**src/rtl/exe_result_if.sv**
```systemverilog
// exe_result_if: upstream/downstream handshake, flag and condition signals of the result stage.
interface exe_result_if #(parameter int bus = 32, parameter int reg_bits = 4);
  logic                in_valid;
  logic                in_ready;
  logic [bus-1:0]      in_result;
  logic                in_negative;
  logic                in_zero;
  logic                in_carry_out;
  logic                in_overflow;
  logic                in_set_flags;
  logic [reg_bits-1:0] in_rd;
  logic                in_write_en;
  logic                out_valid;
  logic                out_ready;
  logic [bus-1:0]      out_result;
  logic [reg_bits-1:0] out_rd;
  logic                out_write_en;
  logic [3:0]          flags;
  logic [3:0]          cond;
  logic                cond_true;
  modport master (
    output in_valid, in_result, in_negative, in_zero, in_carry_out, in_overflow,
           in_set_flags, in_rd, in_write_en, out_ready, cond,
    input  in_ready, out_valid, out_result, out_rd, out_write_en, flags, cond_true
  );
  modport slave (
    input  in_valid, in_result, in_negative, in_zero, in_carry_out, in_overflow,
           in_set_flags, in_rd, in_write_en, out_ready, cond,
    output in_ready, out_valid, out_result, out_rd, out_write_en, flags, cond_true
  );
endinterface

```
**src/rtl/exe_result_stage.sv**
```systemverilog
// exe_result_stage: 2-entry skid buffer after the adder, NZCV flag register and condition evaluation.
module exe_result_stage #(parameter int bus = 32, parameter int reg_bits = 4) (
  input logic         clk,
  input logic         rst,
  exe_result_if.slave bi
);
  typedef enum logic [1:0] {EMPTY, ONE, TWO} state_t;
  state_t state, nxt;
  logic acc, emi, n, z, c, v;
  logic [bus+reg_bits:0] head, skid, ent;
  logic [3:0] flg;
  logic [15:0] tbl;
  assign ent = {bi.in_result, bi.in_rd, bi.in_write_en};
  assign bi.in_ready = state != TWO;
  assign bi.out_valid = state != EMPTY;
  assign acc = bi.in_valid & bi.in_ready;
  assign emi = bi.out_valid & bi.out_ready;
  assign {bi.out_result, bi.out_rd, bi.out_write_en} = head;
  assign bi.flags = flg;
  always_comb begin
    nxt = state;
    case (state)
      EMPTY:   nxt = acc ? ONE : EMPTY;
      ONE:     nxt = (acc & ~emi) ? TWO : (emi & ~acc) ? EMPTY : ONE;
      TWO:     nxt = emi ? ONE : TWO;
      default: nxt = EMPTY;
    endcase
  end
  // head is always the oldest entry; skid only fills when head is stalled
  always_ff @(posedge clk or posedge rst) begin
    if (rst) begin
      state <= EMPTY;
      head  <= '0;
      skid  <= '0;
      flg   <= 4'b0000;
    end else begin
      state <= nxt;
      if (acc && (state == EMPTY || emi)) head <= ent;
      else if (emi && state == TWO) head <= skid;
      if (acc && state == ONE && !emi) skid <= ent;
      if (acc && bi.in_set_flags) flg <= {bi.in_negative, bi.in_zero, bi.in_carry_out, bi.in_overflow};
    end
  end
  assign {n, z, c, v} = flg;
  assign tbl = {1'b0, 1'b1, z | (n ^ v), ~z & ~(n ^ v), n ^ v, ~(n ^ v), ~c | z, c & ~z,
                ~v, v, ~n, n, ~c, c, ~z, z};
  assign bi.cond_true = tbl[bi.cond];
endmodule

```
**src/flat_wrapper.sv**
```systemverilog
// flat-port wrapper written by rule: the top's interface ports become plain ports
module exe_result_stage_flat 
#(parameter int bus = 32, parameter int reg_bits = 4)
  (clk, rst, bi_in_valid, bi_in_result, bi_in_negative, bi_in_zero, bi_in_carry_out, bi_in_overflow, bi_in_set_flags, bi_in_rd, bi_in_write_en, bi_out_ready, bi_cond, bi_in_ready, bi_out_valid, bi_out_result, bi_out_rd, bi_out_write_en, bi_flags, bi_cond_true);
  exe_result_if #(.bus(bus), .reg_bits(reg_bits)) bi_i ();
  input logic clk;
  input logic rst;
  input wire logic [$bits(bi_i.in_valid)-1:0] bi_in_valid;
  input wire logic [$bits(bi_i.in_result)-1:0] bi_in_result;
  input wire logic [$bits(bi_i.in_negative)-1:0] bi_in_negative;
  input wire logic [$bits(bi_i.in_zero)-1:0] bi_in_zero;
  input wire logic [$bits(bi_i.in_carry_out)-1:0] bi_in_carry_out;
  input wire logic [$bits(bi_i.in_overflow)-1:0] bi_in_overflow;
  input wire logic [$bits(bi_i.in_set_flags)-1:0] bi_in_set_flags;
  input wire logic [$bits(bi_i.in_rd)-1:0] bi_in_rd;
  input wire logic [$bits(bi_i.in_write_en)-1:0] bi_in_write_en;
  input wire logic [$bits(bi_i.out_ready)-1:0] bi_out_ready;
  input wire logic [$bits(bi_i.cond)-1:0] bi_cond;
  output wire logic [$bits(bi_i.in_ready)-1:0] bi_in_ready;
  output wire logic [$bits(bi_i.out_valid)-1:0] bi_out_valid;
  output wire logic [$bits(bi_i.out_result)-1:0] bi_out_result;
  output wire logic [$bits(bi_i.out_rd)-1:0] bi_out_rd;
  output wire logic [$bits(bi_i.out_write_en)-1:0] bi_out_write_en;
  output wire logic [$bits(bi_i.flags)-1:0] bi_flags;
  output wire logic [$bits(bi_i.cond_true)-1:0] bi_cond_true;
  assign bi_i.in_valid = bi_in_valid;
  assign bi_i.in_result = bi_in_result;
  assign bi_i.in_negative = bi_in_negative;
  assign bi_i.in_zero = bi_in_zero;
  assign bi_i.in_carry_out = bi_in_carry_out;
  assign bi_i.in_overflow = bi_in_overflow;
  assign bi_i.in_set_flags = bi_in_set_flags;
  assign bi_i.in_rd = bi_in_rd;
  assign bi_i.in_write_en = bi_in_write_en;
  assign bi_i.out_ready = bi_out_ready;
  assign bi_i.cond = bi_cond;
  assign bi_in_ready = bi_i.in_ready;
  assign bi_out_valid = bi_i.out_valid;
  assign bi_out_result = bi_i.out_result;
  assign bi_out_rd = bi_i.out_rd;
  assign bi_out_write_en = bi_i.out_write_en;
  assign bi_flags = bi_i.flags;
  assign bi_cond_true = bi_i.cond_true;
  exe_result_stage #(.bus(bus), .reg_bits(reg_bits)) u_core (.clk(clk), .rst(rst), .bi(bi_i));
endmodule
```
**config.mk**
```make
export PLATFORM = sky130hd
export DESIGN_NAME = exe_result_stage_flat
export DESIGN_NICKNAME = d
export VERILOG_FILES = /design/src/rtl/exe_result_if.sv /design/src/rtl/exe_result_stage.sv /design/src/flat_wrapper.sv
export SDC_FILE = /design/constraint.sdc
export NUM_CORES = 1
export LEC_CHECK = 0
export CORE_ASPECT_RATIO = 0.9
export CORE_MARGIN = 2
export CORE_UTILIZATION = 40
export DETAILED_ROUTE_END_ITERATION = 8
export PLACE_DENSITY = 0.82
export SLEW_MARGIN = 10
export SYNTH_ARGS = -nofsm -noshare
export SYNTH_HDL_FRONTEND = slang
export SYNTH_SLANG_ARGS = --single-unit
```
**constraint.sdc**
```tcl
create_clock -name clk -period 2.4 [get_ports clk]
set_input_delay 0.48 -clock clk [delete_from_list [all_inputs] [get_ports clk]]
set_output_delay 0.48 -clock clk [all_outputs]
set_load 0.03 [all_outputs]
```
==> qor.tcl, run 1 <==
set qor(detail_route.drc_violations) 0
set qor(drv.max_cap_violation_count) 0
set qor(tritoncts) {built}
set qor(antenna_violations_before_repair) 0
set qor(viasPerCell) 5.25
set qor(post_synth_xor_area_fraction_pct) 1.04
set qor(hold-worst-slack_ns) 0.478
set qor(totalWireLength_um) 6660
set qor(layout_commonest_cell) {sky130_fd_sc_hd__clkdlybuf4s50_1}
set qor(core_area_um2) 8110
set qor(final.period_utilization_pct) 90.7
set qor(postSynthNetCount) 287
set qor(pin_count_of_the_biggest_net_entering_global_routing) 81
set qor(synthCells) 237
set qor(final_period_minus_worst_setup_slack_ns) 2.18
set qor(netSwitchingPower_mw) 1.76
set qor(post-place-cells) 418
set qor(routed_wirelength_normalized_by_instance_count_um) 15.4
set qor(cts.reportedPaths.clkPinSlew_ns) 0.08
set qor(htree_levels) 3
set qor(final-instance-count-excl-fill) 433
set qor(fin_skew_ns) 0.00565
set qor(type_of_destination_of_the_critical_path) {primary output}
set qor(syn2layout_area_growth_pct) 37.1
set qor(dpl_worst_slack_ns) -0.0958
set qor(dr.first_iter.drc_count) 62
set qor(critPathLaunchType) {primary input}
set qor(dp_hpwl_um) 4390
set qor(post_synth_instance_area_um2) 3370
set qor(fp.dieArea_um2) 9180
set qor(crit_type) {in -> out}
set qor(floorplan.die.width_um) 101
set qor(final_cell_area_um2) 4620
set qor(worst_path_fanout_max) 4
set qor(cts.sink_count) 80
set qor(floorplan.initialDensity_pct) 41.6
set qor(critPathRequiredTime_ns) 1.92
set qor(ant_nets) 0
set qor(clockRootBuffer) {sky130_fd_sc_hd__clkbuf_8}
set qor(pwr_density_cell_nw_per_um2) 1150
set qor(post_synth.cell_area_avg_um2) 14.2
set qor(timing_hold_violations_final) 0
set qor(grt_remaining_overflow) 0
set qor(total_power_mw) 5.30
set qor(groute.usage.overall_pct) 15.4
set qor(setup_viol) 0
set qor(num_io_pins) 94
set qor(synthDistinctLibCells) 29
set qor(cts_inserted_buffers) 9
set qor(dpl-instance-area_um2) 4380
set qor(seq_power_share_pct) 41.4
set qor(max_freq_mhz) 459
set qor(clk-insertion-delay-late_ns) 0.34
set qor(layout_nets) 380
set qor(final_max_slew_viol_count) 0
set qor(globalplace.congestion) 0.690
set qor(worst-r2r-setup-slack_ns) 0.70
set qor(internal_power_mw) 3.54
set qor(status) {complete, no violations}
set qor(clock_path_buffers) 2
set qor(clock_power_share_pct) 21.6
set qor(port_buffers) 93
set qor(postLayoutCoreUtil_pct) 57.0
set qor(vdd_ir_drop_max_uv) 545
set qor(slew-limit-headroom_pct) 39.2
set qor(setup_ws_ns) 0.222
set qor(synth_compound_area_share_pct) 19.0
set qor(rsz0062_at_grt) {false}
set qor(cts_hold_repair.buffers) 0
set qor(highest_count_cells_in_the_layout_ignoring_fill_and_taps) {90 x sky130_fd_sc_hd__clkdlybuf4s50_1, 80 x sky130_fd_sc_hd__dfrtp_1, 37 x sky130_fd_sc_hd__a22o_1, 37 x sky130_fd_sc_hd__a21o_1, 37 x sky130_fd_sc_hd__mux2_1}
set qor(first_global_vias) 2330
set qor(timing.critical_path.arrival_ns) 1.70
set qor(ys_ff_latch) 80
set qor(vias) 2272
set qor(switching_fraction_of_total_power_pct) 33.2
set qor(synth.area.mux_share_pct) 14.3
set qor(hold_class) {reg -> reg}
set qor(yosys.area_share.adder_pct) 0
set qor(finalSetupTns_ns) 0
set qor(tightestPinTransition_ns) 0.910
set qor(combinational_family_with_the_most_area_after_synthesis) {compound AO/OA/AOI/OAI gates}
set qor(yosysWarningCount) 0
set qor(insertedDiodeCount) 0
set qor(rows) 31
set qor(power.share.combinational_pct) 37.0
set qor(floorplan.die.height_um) 91.1
set qor(drt_pre_antenna_iters) 4
set qor(post_synth_and_or_nand_nor_area_fraction_pct) 2.37
set qor(postCtsSetupRepairBufs) 0
set qor(synth_sequential_area_ratio_pct) 59.4
set qor(grt_first_pass_wirelength_um) 11100
set qor(drive_above_1_share_pct) 9.58
set qor(power.leakage_nw) 2.16
-- final cells by class --
cell class	count	area (um2)
repair buffers	98	992
fillers	682	3480
clock buffers	9	124
inverters	2	11.3
clock inverters	6	109
flip-flops and latches	80	2000
well taps	99	124
multi-input cells	139	1260
-- cells by family (layout without fill, tap and decap cells) --
family	count (synthesis)	in the layout
DFF	80	80
buffers and inverters	18	115
xor gates and xnor gates	4	4
AOI/OAI and AO/OA	79	79
muxes	43	43
and+or+nand+nor	13	13
-- cell usage after synthesis (all sizes together) --
cell,number,area share (%)
dfrtp,80,59
a22o,37,9.6
nand3b,1,0.22
mux2,41,14
a311oi,1,0.26
a21boi,1,0.33
nand2,2,0.22
nor2,3,0.48
a21oi,1,0.15
and3,1,0.19
nor3,1,0.15
xnor2,2,0.52
buf,15,3.6
and3b,1,0.26
inv,2,0.22
nor3b,1,0.22
mux2i,2,0.59
nand2b,1,0.26
o22ai,1,0.19
nor2b,1,0.19
or2,1,0.19
clkbuf,1,0.11
xor2,2,0.52
a21o,37,8.2
o21bai,1,0.22
-- final timing paths --
kind | from | end | depth (start not counted)
hold reg to reg | u_core.head[2]$_DFFE_PP0P_ | u_core.head[2]$_DFFE_PP0P_ | 1
hold / removal | u_core.head[2]$_DFFE_PP0P_ | u_core.head[2]$_DFFE_PP0P_ | 1
setup / recovery | bi_cond[2] | bi_cond_true | 6
setup reg to reg | u_core.state[1]$_DFF_PP0_ | u_core.head[34]$_DFFE_PP0P_ | 4
min in group asynchronous | rst | u_core.head[5]$_DFFE_PP0P_ | 3
max in group asynchronous | rst | u_core.skid[33]$_DFFE_PP0P_ | 3
-- per-layer routing --
metal,wire length [um],part of all wire (%),up-vias,GRT usage [%]
met3,346,5.2,12,4.70
met1,2960,44,1141,19.9
met5,0,0,-,0
li1,-,-,1060,-
met2,3240,49,59,24.1
met4,115,1.7,0,6.39
-- power groups by stage --
stage,Sequential (mW),Clock [mW],Combinational [mW]
after floorplan,2.69,0,0.714
after global placement,2.20,0,1.94
after detailed placement,2.22,0,1.98
after CTS,2.20,1.18,1.99
after global routing,2.26,1.23,2.10
final,2.19,1.14,1.96
-- registers in the layout, summed over array words and instances (netlist names) --
| signal | flops |
|---|---|
| u_core.head | 37 |
| u_core.skid | 37 |
| u_core.bi.flags | 4 |
| u_core.state | 2 |
-- critical path, cell delays in order --
cell and delay, ns:
sky130_fd_sc_hd__dlygate4sd2_1 0.31, sky130_fd_sc_hd__mux2i_1 0.24, sky130_fd_sc_hd__nor3b_1 0.09, sky130_fd_sc_hd__a311oi_2 0.26
sky130_fd_sc_hd__xnor2_1 0.14, sky130_fd_sc_hd__buf_4 0.18
-- what timing repair did --
item / CTS / global route
setup endpoints to repair: 1 / 1
hold endpoints to repair: 0 / 0
gates resized for setup: 2 / 1
(Power assumes the default switching activity.)
==> run 2: changes to the inputs <==
--- a/config.mk
+++ b/config.mk
@@ -8,3 +8,3 @@
 export CORE_ASPECT_RATIO = 0.9
-export CORE_MARGIN = 2
+export CORE_MARGIN = 10
 export CORE_UTILIZATION = 40
--- a/constraint.sdc
+++ b/constraint.sdc
@@ -3,2 +3,2 @@
 set_output_delay 0.48 -clock clk [all_outputs]
-set_load 0.03 [all_outputs]
+set_load 0.02 [all_outputs]
==> run 2 against run 1 <==
Critical path depth stayed put. Critical path type unchanged. Sequential power hardly changed. Combinational power shrank 9.7%. Largest cell class unchanged.
==> qor.tcl, run 2 (synthesized netlist as in run 1, its figures left out) <==
set qor(globalplace.congestion) 0.705
set qor(dpl-instance-area_um2) 4390
set qor(layout.area.seq_um2) 2000
set qor(rsz0062_at_grt) {false}
set qor(cts.sink_count) 80
set qor(totalWireLength_um) 7530
set qor(groute.usage.overall_pct) 12.3
set qor(core_area_um2) 8150
set qor(worst_path_fanout_max) 4
set qor(slew-limit-headroom_pct) 39.4
set qor(cts_hold_repair.buffers) 0
set qor(power.leakage_nw) 2.13
set qor(num_io_pins) 94
set qor(critPathLaunch) {bi_cond[1]}
set qor(critPathCapture) {bi_cond_true}
set qor(internal_power_mw) 3.40
set qor(final_cell_area_um2) 4600
set qor(insertedDiodeCount) 0
set qor(vdd_ir_drop_max_uv) 511
set qor(timing.rr.start) {u_core.state[1]$_DFF_PP0_}
set qor(grt_remaining_overflow) 0
set qor(fin_skew_ns) 0.0127
set qor(num-fill-cells) 691
set qor(drt_pre_antenna_iters) 4
set qor(crit_type) {in -> out}
set qor(worst_stage_delay_on_the_critical_path_ns) 0.53
set qor(timing.rr.end) {u_core.head[14]$_DFFE_PP0P_}
set qor(max_freq_mhz) 439
set qor(ant_nets) 0
set qor(syn2layout_area_growth_pct) 36.5
set qor(ff2ff_path_depth) 4
set qor(cp_num_buf_inv) 2
set qor(type_of_destination_of_the_critical_path) {primary output}
set qor(postCtsSetupRepairBufs) 0
set qor(layout_nets) 380
set qor(cpLargestDelayFamily) {buffers and inverters}
set qor(setup_viol) 0
set qor(power.share.combinational_pct) 35.4
set qor(drv.max_cap_violation_count) 0
set qor(worst-r2r-setup-slack_ns) 0.69
set qor(status) {complete, no violations}
set qor(dpl_worst_slack_ns) -0.530
set qor(switching_fraction_of_total_power_pct) 32.0
set qor(port_buffers) 93
set qor(critPathRequiredTime_ns) 1.92
set qor(timing_hold_violations_final) 0
set qor(netSwitchingPower_mw) 1.60
set qor(first_global_vias) 2486
set qor(highest_count_cells_in_the_layout_ignoring_fill_and_taps) {91 x sky130_fd_sc_hd__clkdlybuf4s50_1, 80 x sky130_fd_sc_hd__dfrtp_1, 37 x sky130_fd_sc_hd__a22o_1, 37 x sky130_fd_sc_hd__a21o_1, 37 x sky130_fd_sc_hd__mux2_1}
set qor(tightestPinTransition_ns) 0.907
set qor(floorplan.initialDensity_pct) 41.4
set qor(grt_first_pass_wirelength_um) 12300
set qor(antenna_violations_before_repair) 0
set qor(vias) 2221
set qor(floorplan.die.height_um) 107
set qor(path_cells) {clkdlybuf4s50_1 > xor2_1 > nand2_1 > a311oi_2 > xnor2_1 > buf_4}
set qor(cp_num_cells) 6
set qor(fp.dieArea_um2) 12500
set qor(pwr_density_cell_nw_per_um2) 1090
set qor(final.period_utilization_pct) 94.8
set qor(footprint_of_the_multi_input_gates_um2) 1260
set qor(critical-path-slowest-cell) {sky130_fd_sc_hd__clkdlybuf4s50_1}
set qor(dp_hpwl_um) 5280
set qor(hold-worst-slack_ns) 0.475
set qor(final_max_slew_viol_count) 0
set qor(hold_start) {u_core.head[25]$_DFFE_PP0P_}
set qor(floorplan.die.width_um) 117
set qor(drive_above_1_share_pct) 9.85
set qor(routed_wirelength_normalized_by_instance_count_um) 17.4
set qor(clock_power_share_pct) 20.6
set qor(hold_class) {reg -> reg}
set qor(seq_power_share_pct) 44.0
set qor(tritoncts) {built}
set qor(setup_ws_ns) 0.124
set qor(cts.reportedPaths.clkPinSlew_ns) 0.07
set qor(timing.critical_path.arrival_ns) 1.80
set qor(dr.first_iter.drc_count) 60
set qor(clockRootBuffer) {sky130_fd_sc_hd__clkbuf_8}
set qor(postLayoutCoreUtil_pct) 56.5
set qor(cts_inserted_buffers) 9
set qor(detail_route.drc_violations) 0
set qor(critPathLaunchType) {primary input}
set qor(viasPerCell) 5.12
set qor(layout_commonest_cell) {sky130_fd_sc_hd__clkdlybuf4s50_1}
set qor(clk-insertion-delay-late_ns) 0.34
set qor(rows) 31
set qor(pin_count_of_the_biggest_net_entering_global_routing) 81
set qor(htree_levels) 3
set qor(clock_path_buffers) 2
set qor(final_period_minus_worst_setup_slack_ns) 2.28
[run 2: changes by cell type in the layout (fill, tap and decap cells not counted), moves of 2 or more]
cell	previous run	this run
sky130_fd_sc_hd__bufinv_16	3	1
sky130_fd_sc_hd__clkbuf_8	9	11
sky130_fd_sc_hd__clkinv_2	2	0
sky130_fd_sc_hd__clkinvlp_4	1	3
[run 2: what timing repair did]
action	4_1_cts	5_1_grt
gates resized for setup	6	1
pin swaps	0	1
setup endpoints to repair	1	1
[run 2: cell type report]
class	instances	area share, %
clock inverter	5	1.36
tap	99	2.69
clock buffer	11	3.29
multi-input combinational	139	27.4
timing repair buffer	98	21.5
sequential	80	43.5
inverter	2	0.245
[run 2: how the worst min path moves through the flow]
stage	cells after the start	slack, ns	end
CTS	1	0.48	u_core.head[25]$_DFFE_PP0P_
global placement	1	0.46	u_core.head[15]$_DFFE_PP0P_
finish	1	0.48	u_core.head[25]$_DFFE_PP0P_
floorplan	1	0.46	u_core.skid[0]$_DFFE_PP0P_
global route	1	0.50	u_core.head[16]$_DFFE_PP0P_
detailed placement	1	0.46	u_core.head[34]$_DFFE_PP0P_
[run 2: power by group through the flow]
stage	sequential (mW)	combinational (mW)	clock (mW)
finish	2.20	1.77	1.03
floorplan	2.49	0.705	0
detailed placement	2.23	1.81	0
global placement	2.19	1.76	0
global route	2.28	1.90	1.12
CTS	2.20	1.81	1.06
[run 2: metal layers]
metal	share of wire (%)	vias up	GRT usage (%)
met1	43	1094	14.3
met2	49	56	20.5
li1	-	1067	-
met3	7.3	4	5.13
met5	0	-	0
met4	0.70	0	3.09
[run 2: metrics by stage]
stage               power, mW  cells  setup TNS (ns)
finish                   5.00    434               0
global route             5.31    434               0
CTS                      5.08    434               0
detailed placement       4.04    418          -0.530
global placement         3.95    418          -0.443
floorplan                3.19    237               0
